[config.mk]
export PLATFORM = sky130hd
export DESIGN_NAME = seq_addsub_unit
export DESIGN_NICKNAME = d
export VERILOG_FILES = /design/src/rtl/seq_addsub_pkg.sv /design/src/rtl/seq_addsub_unit_slice.sv /design/src/rtl/seq_addsub_unit.sv
export SDC_FILE = /design/constraint.sdc
export NUM_CORES = 1
export LEC_CHECK = 0
export ABC_CLOCK_PERIOD_IN_PS = 2650
export BUFFER_PORTS_ARGS = -buffer_cell sky130_fd_sc_hd__buf_2
export CAP_MARGIN = 20
export CORE_MARGIN = 8
export CORE_UTILIZATION = 50
export DETAILED_ROUTE_END_ITERATION = 8
export PLACE_DENSITY_LB_ADDON = 0.05
export SLEW_MARGIN = 10
export SYNTH_ARGS = -nofsm -noshare
export SYNTH_HDL_FRONTEND = slang
export SYNTH_SLANG_ARGS = --single-unit
[constraint.sdc]
create_clock -name clk -period 2.65 [get_ports clk]
set_clock_uncertainty 0.1 [all_clocks]
set_input_delay 0.3975 -clock clk [delete_from_list [all_inputs] [get_ports clk]]
set_output_delay 0.3975 -clock clk [all_outputs]
set_load 0.01 [all_outputs]
[src/rtl/seq_addsub_pkg.sv]
// Shared constants for the multi-cycle adder/subtractor: operation codes
// and the 2-bit state encoding used by the sequencer.
package seq_addsub_pkg;

  localparam logic OP_ADD = 1'b0;
  localparam logic OP_SUB = 1'b1;

  typedef logic [1:0] state_t;

  localparam state_t ST_IDLE = 2'd0;
  localparam state_t ST_CALC = 2'd1;
  localparam state_t ST_DONE = 2'd2;

endpackage

[src/rtl/seq_addsub_unit_slice.sv]
// Combinational CHUNK-bit ripple adder built from a chain of full-adder cells.
// One slice is evaluated per clock by the sequential adder/subtractor.

module full_adder_cell (
  input  logic a,
  input  logic b,
  input  logic cin,
  output logic s,
  output logic cout
);

  assign s    = a ^ b ^ cin;
  assign cout = (a & b) | (cin & (a ^ b));

endmodule

module addsub_slice #(
  parameter int CHUNK = 1
) (
  input  logic [CHUNK-1:0] a,
  input  logic [CHUNK-1:0] b,
  input  logic             cin,
  output logic [CHUNK-1:0] s,
  output logic             cout
);

  // carry[0] is the slice carry-in; carry[CHUNK] leaves the slice
  logic [CHUNK:0] carry;

  assign carry[0] = cin;
  assign cout     = carry[CHUNK];

  genvar gi;
  generate
    for (gi = 0; gi < CHUNK; gi++) begin : g_bit
      full_adder_cell u_fa (
        .a    (a[gi]),
        .b    (b[gi]),
        .cin  (carry[gi]),
        .s    (s[gi]),
        .cout (carry[gi+1])
      );
    end
  endgenerate

endmodule

[src/rtl/seq_addsub_unit.sv]
// Multi-cycle unsigned adder/subtractor. Operands are captured on an accepted
// start, then CHUNK bits are summed per clock through one shared slice.
// Subtraction is done as opA + ~opB + 1 with the operands pre-swapped so the
// result is always the magnitude; the sign is reported separately on neg.
module seq_addsub_unit
  import seq_addsub_pkg::*;
#(
  parameter int WIDTH     = 4,
  parameter int CHUNK     = 1,
  parameter int OUT_WIDTH = 8
) (
  input  logic                 clk,
  input  logic                 rst,
  input  logic                 start,
  input  logic                 op,
  input  logic [WIDTH-1:0]     a,
  input  logic [WIDTH-1:0]     b,
  output logic                 busy,
  output logic                 done,
  output logic [OUT_WIDTH-1:0] result,
  output logic                 cout,
  output logic                 neg
);

  localparam int NCHUNK = WIDTH / CHUNK;
  localparam int IDX_W  = (NCHUNK > 1) ? $clog2(NCHUNK) : 1;
  localparam logic [IDX_W-1:0] LAST_IDX = IDX_W'(NCHUNK - 1);

  state_t               state_q,   state_d;
  logic                 busy_q,    busy_d;
  logic                 done_q,    done_d;
  logic [OUT_WIDTH-1:0] result_q,  result_d;
  logic                 cout_q,    cout_d;
  logic                 neg_q,     neg_d;
  logic                 op_q,      op_d;
  logic                 neg_lat_q, neg_lat_d;
  logic                 carry_q,   carry_d;
  logic [WIDTH-1:0]     opa_q,     opa_d;
  logic [WIDTH-1:0]     opb_q,     opb_d;
  logic [WIDTH-1:0]     sum_q,     sum_d;
  logic [IDX_W-1:0]     idx_q,     idx_d;

  logic [CHUNK-1:0]     slice_a;
  logic [CHUNK-1:0]     slice_b;
  logic [CHUNK-1:0]     slice_s;
  logic                 slice_cout;

  assign slice_a = opa_q[int'(idx_q) * CHUNK +: CHUNK];
  assign slice_b = opb_q[int'(idx_q) * CHUNK +: CHUNK];

  addsub_slice #(.CHUNK(CHUNK)) u_slice (
    .a    (slice_a),
    .b    (slice_b),
    .cin  (carry_q),
    .s    (slice_s),
    .cout (slice_cout)
  );

  // Next-state logic: accept/swap operands, step one slice per CALC cycle,
  // publish result/cout/neg together with the done pulse
  always_comb begin
    state_d   = state_q;
    busy_d    = busy_q;
    done_d    = 1'b0;
    result_d  = result_q;
    cout_d    = cout_q;
    neg_d     = neg_q;
    op_d      = op_q;
    neg_lat_d = neg_lat_q;
    carry_d   = carry_q;
    opa_d     = opa_q;
    opb_d     = opb_q;
    sum_d     = sum_q;
    idx_d     = idx_q;

    case (state_q)
      ST_IDLE: begin
        if (start) begin
          state_d = ST_CALC;
          busy_d  = 1'b1;
          op_d    = op;
          idx_d   = '0;
          if (op == OP_ADD) begin
            opa_d     = a;
            opb_d     = b;
            carry_d   = 1'b0;
            neg_lat_d = 1'b0;
          end else if (a >= b) begin
            opa_d     = a;
            opb_d     = ~b;
            carry_d   = 1'b1;
            neg_lat_d = 1'b0;
          end else begin
            // swap so the subtraction never underflows
            opa_d     = b;
            opb_d     = ~a;
            carry_d   = 1'b1;
            neg_lat_d = 1'b1;
          end
        end
      end

      ST_CALC: begin
        sum_d[int'(idx_q) * CHUNK +: CHUNK] = slice_s;
        carry_d = slice_cout;
        idx_d   = idx_q + IDX_W'(1);
        if (idx_q == LAST_IDX) begin
          state_d            = ST_DONE;
          done_d             = 1'b1;
          idx_d              = '0;
          result_d           = '0;
          result_d[WIDTH-1:0] = sum_d;
          // the final carry of a subtraction is only the two's-complement artefact
          cout_d             = (op_q == OP_ADD) ? slice_cout : 1'b0;
          result_d[WIDTH]    = cout_d;
          neg_d              = neg_lat_q;
        end
      end

      ST_DONE: begin
        state_d = ST_IDLE;
        busy_d  = 1'b0;
      end

      default: begin
        state_d = ST_IDLE;
        busy_d  = 1'b0;
      end
    endcase
  end

  // State and output registers; reset aborts any operation and clears outputs
  always_ff @(posedge clk or posedge rst) begin
    if (rst) begin
      state_q   <= ST_IDLE;
      busy_q    <= 1'b0;
      done_q    <= 1'b0;
      result_q  <= '0;
      cout_q    <= 1'b0;
      neg_q     <= 1'b0;
      op_q      <= OP_ADD;
      neg_lat_q <= 1'b0;
      carry_q   <= 1'b0;
      opa_q     <= '0;
      opb_q     <= '0;
      sum_q     <= '0;
      idx_q     <= '0;
    end else begin
      state_q   <= state_d;
      busy_q    <= busy_d;
      done_q    <= done_d;
      result_q  <= result_d;
      cout_q    <= cout_d;
      neg_q     <= neg_d;
      op_q      <= op_d;
      neg_lat_q <= neg_lat_d;
      carry_q   <= carry_d;
      opa_q     <= opa_d;
      opb_q     <= opb_d;
      sum_q     <= sum_d;
      idx_q     <= idx_d;
    end
  end

  assign busy   = busy_q;
  assign done   = done_q;
  assign result = result_q;
  assign cout   = cout_q;
  assign neg    = neg_q;

endmodule

# --- Word level (Yosys, flattened, before mapping) ---
# Cells that the tools add are included.
classes:
  reduce_logical: 7
  n_mul: 0
  bitwise_logic: 8
  n_addsub: 2
  shift: 4
  magnitude_cmp: 1
  eq_ne: 4
  muxes: 21
  n_div: 0
op_table:
  columns: ["op", "n"]
  rows:
  - ["2-bit negator with 33-bit output", 1]
  - ["1-bit by 33-bit variable shift with 4-bit output, first input constant", 1]
  - ["1-bit by 33-bit variable part select with 4-bit output", 1]
  - ["4-bit two-way mux", 4]
  - ["2-bit AND reduction", 5]
  - ["1-bit two-way mux", 8]
  - ["2-bit two-way mux", 4]
  - ["4-bit NOT", 2]
  - ["2-bit case mux with 2 select lines", 2]
  - ["4-bit by 3-bit variable part select with 1-bit output", 2]
  - ["4-bit bitwise mux", 1]
  - ["4-bit greater-or-equal comparator", 1]
  - ["2-bit != test, second input constant", 2]
  - ["1-bit case mux with 2 select lines", 2]
  - ["2-bit by 1-bit adder with 2-bit output, second input constant", 1]
  - ["1-bit AND", 2]
  - ["2-bit by 1-bit equality test with 1-bit output, second input constant", 1]
  - ["2-bit equality test, second input constant", 1]
  - ["2-bit logical NOT", 1]
  - ["2-bit nonzero test", 1]
  - ["1-bit XOR", 2]
  - ["1-bit NOT", 1]
  - ["1-bit OR", 1]
totals:
  n_memories: 0
  ram_bits: 0
  elab_cells: 60
  latch_bits: 0
  register_bits: 28
  rom_bits: 0
  output_inout_bits: 12

# --- Longest topological paths before layout ---
logic_depth:
  ltp_word: 5
  ltp_mapped: 7
  depth_no_buf: 6

# --- Cells and area by module ---
# A second synthesis with hierarchy kept.
unflattened:
  hier_cells: 158
  area_unflattened_um2: 1602.8
by_module_without_submodules:
  columns: ["module", "n_inst", "seq_area_each_um2", "area_each_um2", "cells_per_inst"]
  rows:
  - ["seq_addsub_unit", 1, 675.6, 1582.8, 157]
  - ["full_adder_cell", 1, 0.0, 20.0, 1]

# --- Worst setup path after synthesis ---
# No wires, ideal clock.
synth_path:
  path_type: "register to register"
  start: "register idx_q[0]"
  end: "register sum_q[0]"
  path_stages_with_launch: 8
  arrival_ps: 2080
  period_less_slack_ps: 2262
  required_time_ps: 2467
  slack_ps: 388
  cell_sequence: "dfrtp_1 > buf_2 > mux4_2 > inv_1 > fa_1 > nor4b_1 > mux2i_1 > o21ai_0"
synth_between:
  elab_chain_cells: 5
  word_cells_on_any_way: 8
synth_lines:
  columns: ["item", "line", "text"]
  rows:
  - ["start: declaration", "seq_addsub_unit.sv:41", "logic [IDX_W-1:0] idx_q, idx_d;"]
  - ["start signal: assignment", "seq_addsub_unit.sv:161", "idx_q <= idx_d;"]
  - ["4-bit by 3-bit variable part select with 1-bit output, on equally long branches", "seq_addsub_unit.sv:48, seq_addsub_unit.sv:49", null]
  - ["1-bit XOR (2 in a row)", "seq_addsub_unit_slice.sv:12", "assign s = a ^ b ^ cin;"]
  - ["1-bit by 33-bit variable part select with 4-bit output", "seq_addsub_unit.sv:104", "sum_d[int'(idx_q) * CHUNK +: CHUNK] = slice_s;"]
  - ["4-bit bitwise mux *", "seq_addsub_unit.sv:104", null]
  - ["end signal: assignment", "seq_addsub_unit.sv:160", "sum_q <= sum_d;"]
  - ["end: declaration", "seq_addsub_unit.sv:40", "logic [WIDTH-1:0] sum_q, sum_d;"]
# Mark *: on every way between the ends. The rest lies on a longest branch, timed or not.
# A chain may end at the register's enable or synchronous reset.

# --- Worst setup path after layout ---
layout_path:
  start: "register idx_q[0]"
  end: "register sum_q[3]"
# The elaborated chain is that of the path after synthesis.

==> metrics.cfg <==
[critical_path]
critical_path_class = reg2reg
crit_required_ns = 2.81
worstPathArrival_ns = 2.44
critPathLaunchType = flop
worstPathMaxFanout = 3
end_kind = flop

[detailed_routing]
dr.pass1.iters = 4
vias_per_cell = 5.64
vias = 1185
avgRoutedWirePerCell_um = 14.8
drc = 0
ant_nets = 0
wirelength_um = 3100
dr.first_iter.drc_count = 52

[run]
max_cap_viol_count = 0

[die]
die_y_um = 71.8
die_area_um2 = 5160
start_util_pct = 51.9
ios = 24
die_w_um = 71.8
rows = 20
floorplan.core_area_um2 = 3000

[layout]
fin_cells = 210
diodes = 0
syn_to_final_growth_pct = 8.19
drive_above_1_share_pct = 18.1
final_nets = 201

[synth]
ys_top_cells_by_area = dfrtp_1 43%, ha_1 8.0%, nand2_1 4.8%, inv_1 3.6%, a21oi_1 3.2%
synth_top_area_share_pct = 43.4
yosysTopAreaCell = dfrtp_1
yosys_warnings = 0
async_flop_share_pct = 100
synth_cell_types = 42
synth-main-ff-cell = dfrtp_1
yosysMostFrequentCell = dfrtp_1
syn_area_per_cell_um2 = 9.80
ys_seq_area_share_pct = 43.4
synthCells = 159
ys_ff_latch = 27
syn-cell-area_um2 = 1560
synth_edf_count = 0
synth_commonest_cells = 27 x dfrtp_1, 20 x nand2_1, 15 x inv_1, 10 x a21oi_1, 10 x ha_1

[grt]
grtUsageTotal_pct = 13.0
grt_pass1_wl_um = 5510
grt_pass1_vias = 1233
grt_antenna_before_repair = 0
gr-total-overflow = 0
grt_max_degree = 28

[sta]
max_freq_ghz = 0.438
fin_crit_sh_pct = 86.2
finalMaxSlewViolations = 0
max-slew-margin-rel_pct = 65.7
holdWs_ns = 0.253
setup_viol = 0
worst_pin_slew_ns = 0.514
period_needed_ns = 2.28
hold_viol = 0
rsz0062_at_grt = no
fin_setup_tns_ns = 0

[clock_tree]
clock-sinks = 27
clkLatencyLatePin_ns = 0.33
cts_tree = yes
cts_max_level = 1
cts_made_buffers = 3
clockBufferDepth = 2
cts_root_buffer = clkbuf_4
clkSlewWorstSetupHoldPaths_ns = 0.14
post_cts_resized = 0

[placement]
place_hpwl_um = 2470
place.gp.congestion = 0.843
io_buffer_count = 20
post-place-cells = 205

[power_and_ir_drop]
leakage_nw = 0.829
irDropWorstVdd_v = 0.000380
power.density_nw_per_um2 = 969

[status]
status = completed

[worst_hold_path]
hp-class = in2reg

[area by class of cell]
type | count | area (um^2)
Multi-Input combinational cell | 108 | 759
Clock inverter | 1 | 5.00
Fill cell | 295 | 1320
Tap cell | 33 | 41.3
Sequential cell | 27 | 676
Timing Repair Buffer | 23 | 125
Clock buffer | 3 | 22.5
Inverter | 15 | 56.3
[repair_timing]
item                      in CTS  in global routing
buffers inserted               0                  0
hold buffers                   1                  0
hold endpoints to repair      14                  0
[layer usage]
metal	vias up	GRT usage [%]	routed length (um)	share of wire, %
li1	587	-	-	-
met1	554	14.9	1410	45
met2	36	22.1	1510	49
met3	8	2.79	113	3.6
met4	0	7.03	74	2.4
met5	-	0	0	0
[final timing paths]
check / start / to / slack (ns) / cells after the start
worst max-delay path: idx_q[0]$_DFFE_PP0P_ / sum_q[3]$_DFFE_PP0P_ / 0.37 / 6
worst min-delay path: a[1] / opa_q[1]$_DFFE_PP0P_ / 0.25 / 3
worst max register to register: idx_q[0]$_DFFE_PP0P_ / sum_q[3]$_DFFE_PP0P_ / 0.37 / 6
worst min register to register: result[1]$_DFFE_PP0P_ / result[1]$_DFFE_PP0P_ / 0.39 / 2
max in group asynchronous: rst / opa_q[0]$_DFFE_PP0P_ / 1.65 / 4
min in group asynchronous: rst / done$_DFF_PP0_ / 0.54 / 4
[power breakdown]
part           total, mW  internal (mW)  switching (mW)
clock              0.174         0.0566           0.118
sequential         0.692          0.578           0.114
combinational      0.766          0.343           0.424
total               1.63          0.978           0.655
[logic make-up (layout without fill, tap and decap cells)]
| kind of cell | count (synthesis) | in the layout | share of synthesized area [%] |
|---|---|---|---|
| simple gates | 45 | 45 | 14.7 |
| compound gates | 43 | 43 | 18.4 |
| flops | 27 | 27 | 43.4 |
| buf+inv | 26 | 42 | 8.35 |
| fa+ha+maj | 11 | 11 | 9.32 |
| mux | 6 | 6 | 5.62 |
| other cells | 1 | 3 | 0.241 |
[registers in the layout, indices dropped and copies added, names as in the netlist]
signal	count
state_q	2
cout	1
busy	1
op_q	1
sum_q	4
carry_q	1
result	4
neg	1
opb_q	4
done	1
opa_q	4
neg_lat_q	1
idx_q	2
[cells in the final DEF, fill, tap and decap left out, types with 2 or more instances in the layout]
cell type / netlist / layout
ha_1: 10 / 10
nand2b_1: 2 / 2
o31ai_1: 6 / 6
buf_2: 2 / 20
a41oi_1: 2 / 2
o2111ai_1: 4 / 4
mux2i_1: 2 / 2
conb_1: 1 / 3
a21boi_0: 3 / 3
nand2_1: 20 / 20
inv_1: 15 / 15
nor2b_1: 4 / 4
buf_4: 4 / 2
nor2_1: 2 / 2
dfrtp_1: 27 / 27
o21ai_0: 8 / 8
o211ai_1: 2 / 2
clkbuf_4: 0 / 3
mux2_2: 2 / 2
mux4_2: 2 / 2
nor3b_1: 2 / 2
a21oi_1: 10 / 10
nor3_1: 6 / 6
[critical path, stage by stage, from the launching register on]
cell     delay (ns)
dfrtp_1        0.43
mux4_2         0.51
inv_1          0.08
fa_1           0.45
nor4_1         0.34
mux2i_1        0.15
o21ai_0        0.16
[stage by stage]
| step | total power, mW | setup WS (ns) | utilization [%] | instance area (um^2) |
|---|---|---|---|---|
| final | 1.63 | 0.366 | 56.1 | 1690 |
| after global routing | 1.80 | 0.0563 | 56.1 | 1690 |
| after CTS | 1.66 | 0.357 | 56.1 | 1690 |
| after detailed placement | 1.48 | 0.389 | 54.9 | 1650 |
| after global placement | 1.46 | 0.456 | 54.9 | 1650 |
| after floorplan | 1.30 | 0.388 | - | 1570 |
(Power assumes the default switching activity.)
